<file path="src/rtl/ifetch_queue.sv">
// Instruction-fetch queue: credit-limited word fetches into a DEPTH-entry queue, realigned into
// one raw 16/32-bit instruction per cycle for decode; redirects squash everything still in flight.
`ifndef PMEM_START
`define PMEM_START 64'h0000_0000_8000_0000
`endif

module ifetch_queue #(
  parameter int unsigned     XLEN     = 64,
  parameter int unsigned     DEPTH    = 4,
  parameter logic [XLEN-1:0] RESET_PC = XLEN'(`PMEM_START)
) (
  input  logic            clock,
  input  logic            reset,
  input  logic            stall_i,
  input  logic            exception_i,
  input  logic [XLEN-1:0] exception_newPC_i,
  input  logic            branch_i,
  input  logic [XLEN-1:0] branch_target_i,
  output logic            mem_req_valid_o,
  output logic [XLEN-1:0] mem_req_addr_o,
  input  logic            mem_req_ready_i,
  input  logic            mem_resp_valid_i,
  input  logic [31:0]     mem_resp_data_i,
  output logic            inst_valid_o,
  output logic [XLEN-1:0] pc_o,
  output logic [31:0]     inst_o,
  output logic            is_compressed_o
);

  localparam int PW = $clog2(DEPTH);
  localparam int CW = PW + 1;
  localparam logic [CW-1:0] DEPTH_C = CW'(DEPTH);

  logic [XLEN-1:0] fpc, dpc;
  logic [31:0]     q [DEPTH];
  logic [PW-1:0]   head, tail;
  logic [CW-1:0]   count, inflight, drop_cnt, inflight_nxt;
  logic            lo_valid, skip_half;
  logic [15:0]     lo;

  logic            redirect, req_fire, resp_push, has_word;
  logic [XLEN-1:0] target;
  logic [31:0]     head_word, inst_raw;
  logic            avail, comp, skip_step, cons_pop, cons_lo;
  logic            consume, skip_fire, pop;

  assign redirect = reset | exception_i | branch_i;
  assign target   = reset       ? RESET_PC :
                    exception_i ? exception_newPC_i : branch_target_i;

  assign mem_req_valid_o = !reset && ((count + inflight) < DEPTH_C);
  assign mem_req_addr_o  = fpc;
  assign req_fire        = mem_req_valid_o && mem_req_ready_i;

  // Reset is handled as a redirect: the memory side keeps answering requests
  // issued before reset, so the outstanding count is carried into drop_cnt.
  assign inflight_nxt = inflight + CW'(req_fire) - CW'(mem_resp_valid_i && (inflight != '0));
  assign resp_push    = mem_resp_valid_i && (drop_cnt == '0) && !redirect;

  assign has_word  = (count != '0);
  assign head_word = q[head];

  always_comb begin
    avail     = 1'b0;
    comp      = 1'b0;
    skip_step = 1'b0;
    cons_pop  = 1'b0;
    cons_lo   = 1'b0;
    inst_raw  = '0;
    if (skip_half && has_word) begin
      skip_step = 1'b1;
    end else if (lo_valid && lo[1:0] != 2'b11) begin
      avail    = 1'b1;
      comp     = 1'b1;
      inst_raw = {16'h0000, lo};
    end else if (lo_valid && has_word) begin
      // 32-bit instruction straddling the word boundary
      avail    = 1'b1;
      inst_raw = {head_word[15:0], lo};
      cons_pop = 1'b1;
      cons_lo  = 1'b1;
    end else if (!lo_valid && has_word && head_word[1:0] != 2'b11) begin
      avail    = 1'b1;
      comp     = 1'b1;
      inst_raw = {16'h0000, head_word[15:0]};
      cons_pop = 1'b1;
      cons_lo  = 1'b1;
    end else if (!lo_valid && has_word) begin
      avail    = 1'b1;
      inst_raw = head_word;
      cons_pop = 1'b1;
    end
  end

  assign inst_valid_o    = avail && !reset;
  assign inst_o          = inst_valid_o ? inst_raw : 32'h0;
  assign is_compressed_o = inst_valid_o && comp;
  assign pc_o            = reset ? RESET_PC : dpc;

  assign consume   = inst_valid_o && !stall_i && !redirect;
  assign skip_fire = skip_step && !stall_i && !redirect;
  assign pop       = (consume && cons_pop) || skip_fire;

  always_ff @(posedge clock) begin
    if (resp_push) begin
      q[tail] <= mem_resp_data_i;
    end
  end

  always_ff @(posedge clock) begin
    if (redirect) begin
      fpc       <= {target[XLEN-1:2], 2'b00};
      dpc       <= target;
      skip_half <= target[1];
      head      <= '0;
      tail      <= '0;
      count     <= '0;
      lo_valid  <= 1'b0;
      inflight  <= inflight_nxt;
      drop_cnt  <= inflight_nxt;
    end else begin
      inflight <= inflight_nxt;
      if (req_fire) begin
        fpc <= fpc + XLEN'(4);
      end
      if (mem_resp_valid_i && drop_cnt != '0) begin
        drop_cnt <= drop_cnt - CW'(1);
      end
      if (resp_push) begin
        tail <= tail + PW'(1);
      end
      if (pop) begin
        head <= head + PW'(1);
      end
      count <= count + CW'(resp_push) - CW'(pop);
      if (consume) begin
        dpc      <= dpc + (comp ? XLEN'(2) : XLEN'(4));
        lo_valid <= cons_lo;
        if (cons_lo) begin
          lo <= head_word[31:16];
        end
      end else if (skip_fire) begin
        lo        <= head_word[31:16];
        lo_valid  <= 1'b1;
        skip_half <= 1'b0;
      end
    end
  end

endmodule

</file>
<file path="config.mk">
export PLATFORM = sky130hd
export DESIGN_NAME = ifetch_queue
export DESIGN_NICKNAME = d
export VERILOG_FILES = /design/src/rtl/ifetch_queue.sv
export SDC_FILE = /design/constraint.sdc
export NUM_CORES = 1
export LEC_CHECK = 0
export ABC_CLOCK_PERIOD_IN_PS = 8400
export CORE_MARGIN = 1
export CORE_UTILIZATION = 52
export DETAILED_ROUTE_END_ITERATION = 10
export PLACE_DENSITY = 0.82
export SYNTH_ARGS = -nofsm -noshare
export SYNTH_HDL_FRONTEND = slang
export SYNTH_SLANG_ARGS = --single-unit
</file>
<file path="constraint.sdc">
create_clock -name clock -period 8.4 [get_ports clock]
set_input_delay 0.84 -clock clock [delete_from_list [all_inputs] [get_ports clock]]
set_output_delay 0.84 -clock clock [all_outputs]
set_load 0.005 [all_outputs]
</file>
==> reports/results.txt <==
IO buf count - 327
# hold bufs at CTS - 0
Crit-path max cell delay - 0.62 ns
Achievable Freq - 211 MHz
XOR/XNOR Fraction of Synth Area - 7.43%
Worst reg-to-reg path cell count - 14
IR drop worst, VDD - 0.191 mV
Area Overhead vs Synth - 30.8%
CP arrival - 5.02 ns
Hpwl dp - 29800 µm
Sequential area share after synthesis - 56.3%
Simple-Gate Fraction of Synth Area - 15.9%
Total die area - 29700 µm²
Worst-path clk slew - 0.07 ns
Critical-path top delay cell - mux4_2
DRC viols - 0
MaxCap Viol Count - 0
Cell variety after synth - 54
Drt wl/cell - 21.8 µm
R2R Setup Slk - 3.65 ns
Syn Inst Count - 1256
First-pass GRT wire length - 64300 µm
IO Pins - 330
Initial DRT Pass Iterations - 6
CP Max Fanout - 32
Most used cell, CP - inv_1
Tmin final - 4.75 ns
Outcome - finished, final reports clean
Via/cell ratio - 5.92
CORE AREA - 28200 µm²
Row count - 61
CTS tree - built
Crit-path cells - buf_4 -> mux4_2 -> nand2_1 -> a21oi_1 -> or2_2 -> inv_1 -> ha_1 -> inv_1 -> fa_1 -> nor4b_4 -> nand4_4 -> nor4b_2 -> xnor2_1 -> o21ai_1
Crit path to - dpc[53]
Vias in the first global route - 11339
Synth Flop Type - edfxtp_1
Post-Synth Adder-Cell Area - 1.56%
Vias - 11664
Root Driver - clkbuf_16
Setup_tns - 0 ns
Worst flop-to-flop path endpoint - dpc[53]
CP endpoint kind - flop
Clock sinks - 287
Share of cells above drive strength 1 - 11.9%
Worst slew pin tran - 1.20 ns
GR Util All Layers - 28.5%
Resize count post-CTS - 0
Critical path type - reg -> reg
Initial antenna violation count - 1
Clock skew - 0.0256 ns
Mux contribution to synthesized area - 9.58%
Final GP Congestion - 0.917
Mapped Area - 15100 µm²
Die H - 172 µm
CTS H-Tree Depth - 1
Post-CTS setup buffer count - 0
Ys Warns - 0
Antenna viol nets, final - 0
Final wirelength - 42900 µm
CTS Buffer Depth - 3
Largest family of logic cells by synthesized area - simple AND/OR/NAND/NOR gates
Final nets - 1751
RSZ-0062 raised after global routing - false
Startpoint types - flop
Pwr/cell area - 184 nW/µm²
Filler cells - 1963
Number of CTS-inserted buffers - 30
Post-synth top area share - 54.5%
Post-layout util - 70.1%
Starting Density - 53.6%
Largest area contributor in the netlist - edfxtp_1
LEAKAGE - 6.54 nW
Largest net degree at the start of global routing - 84
Fin. max-slew vios - 0
Iteration-0 DRC Markers - 1374
Fin crit share - 56.5%
Post-synth EDFFs - 274
#FFs+latches synth - 287
Syn Area/Cell - 12.0 µm²
CP required - 8.67 ns
Final Hold Fails - 0
Hold Crit Class - reg -> reg
Clk_lat worst skew - 0.58 ns
Top cells by area, synth - edfxtp_1 (55%), mux4_2 (4.8%), mux2_2 (4.4%)
Synth Area in Compound Gates - 6.69%
Endpoints failing setup - 0
Asr flop ratio synth - 0%
Slew margin rel. - 19.4%
Final global-route overflow total - 0
Die width - 172 µm
[metal layers]
metal  wire (µm)  track usage (%)  share of wire, %
met2       20700             47.9                48
met4        1240             9.23               2.9
met1       16800             37.8                39
met5          12                0             0.028
met3        4060             4.46               9.5
[power by group]
part           internal (mW)  switching [mW]  leakage [nW]
clock                  0.785           0.569         0.493
sequential              1.67           0.103          2.86
combinational          0.278           0.215          3.19
total                   2.74           0.887          6.54
[worst min path at each step]
stage	startpoint	endpoint	slack [ns]	depth (start not counted)
after floorplan	head[1]	flop	0.45	1
after CTS	head[1]	flop	0.48	1
after global routing	head[1]	flop	0.51	1
after detailed placement	head[1]	head[1]	0.48	1
after global placement	head[1]	head[1]	0.46	1
final	head[1]	flop	0.47	1
[state kept, by name, indices dropped and copies added, names as in the netlist, named ones only]
register,flops
dpc,64
lo_valid,1
q,128
mem_req_addr_o,62
count,3
lo,16
tail,2
head,2
skip_half,1
drop_cnt,3
inflight,3
[metrics by stage]
| stage | power (mW) | cells | hold slack, ns | worst slack (ns) | area [µm²] |
|---|---|---|---|---|---|
| floorplan | 2.00 | 1257 | 0.446 | 1.99 | 15100 |
| global placement | 2.27 | 1913 | 0.463 | 3.80 | 18700 |
| detailed placement | 2.29 | 1913 | 0.482 | 3.69 | 18700 |
| CTS | 3.63 | 1969 | 0.475 | 3.62 | 19700 |
| global route | 3.74 | 1969 | 0.509 | 3.30 | 19700 |
| finish | 3.62 | 1970 | 0.467 | 3.65 | 19700 |
[placed cells by master (no fill, tap or decap), types with 11 or more instances in the layout]
| master | count |
|---|---|
| a22oi_1 | 32 |
| and2_1 | 16 |
| and3_1 | 24 |
| buf_4 | 16 |
| clkbuf_16 | 30 |
| clkdlybuf4s50_1 | 325 |
| dfxtp_1 | 12 |
| edfxtp_1 | 274 |
| ha_1 | 14 |
| inv_1 | 32 |
| mux2_2 | 59 |
| mux4_2 | 32 |
| nand2_1 | 102 |
| nand3_1 | 60 |
| nand4_1 | 33 |
| nor2_1 | 87 |
| nor2b_1 | 55 |
| nor3_1 | 18 |
| nor4_1 | 11 |
| o21ai_0 | 111 |
| o21ai_1 | 12 |
| xnor2_1 | 54 |
| xor2_1 | 74 |
[final cells by class]
class                   count  area (µm²)  share of cell area, %
inverters                  33         125                  0.634
multi-input cells         873        6250                   31.7
flip-flops and latches    287        8490                   43.0
repair buffers            342        3380                   17.1
clock inverters            18         194                  0.983
clock buffers              38         821                   4.16
diodes                      1        2.50                 0.0127
well taps                 378         473                   2.40
[synthesized netlist by cell type (all sizes together), types with 2 or more instances]
cell type	number
a21o	4
a21oi	10
a22oi	32
and2	16
and3	24
and4	6
buf	16
clkbuf	48
dfxtp	13
edfxtp	274
fa	3
ha	14
inv	33
mux2	59
mux2i	6
mux4	32
nand2	103
nand3	62
nand4	36
nor2	88
nor2b	55
nor3	24
nor3b	4
nor4	17
nor4b	2
o21ai	124
o311ai	2
or2	6
or3	2
or4	3
xnor2	54
xor2	74
[logic make-up after synthesis]
family | count (synthesis)
other | 1
AND/OR/NAND/NOR | 451
XOR/XNOR | 128
AO/OA/AOI/OAI | 178
buffers and inverters | 97
multiplexers | 97
adder cells (fa/ha/maj) | 17
flip-flops | 287
[worst max-delay path: cells and delay by family (launching register included)]
kind / cells / cell delay (ns)
AOI/OAI and AO/OA: 2 / 0.17
xor gates and xnor gates: 1 / 0.16
adders and majority gates: 2 / 0.69
buffers and inverters: 3 / 0.68
DFF: 1 / 0.31
muxes: 1 / 0.62
and+or+nand+nor: 5 / 1.78
(Power assumes the default switching activity.)
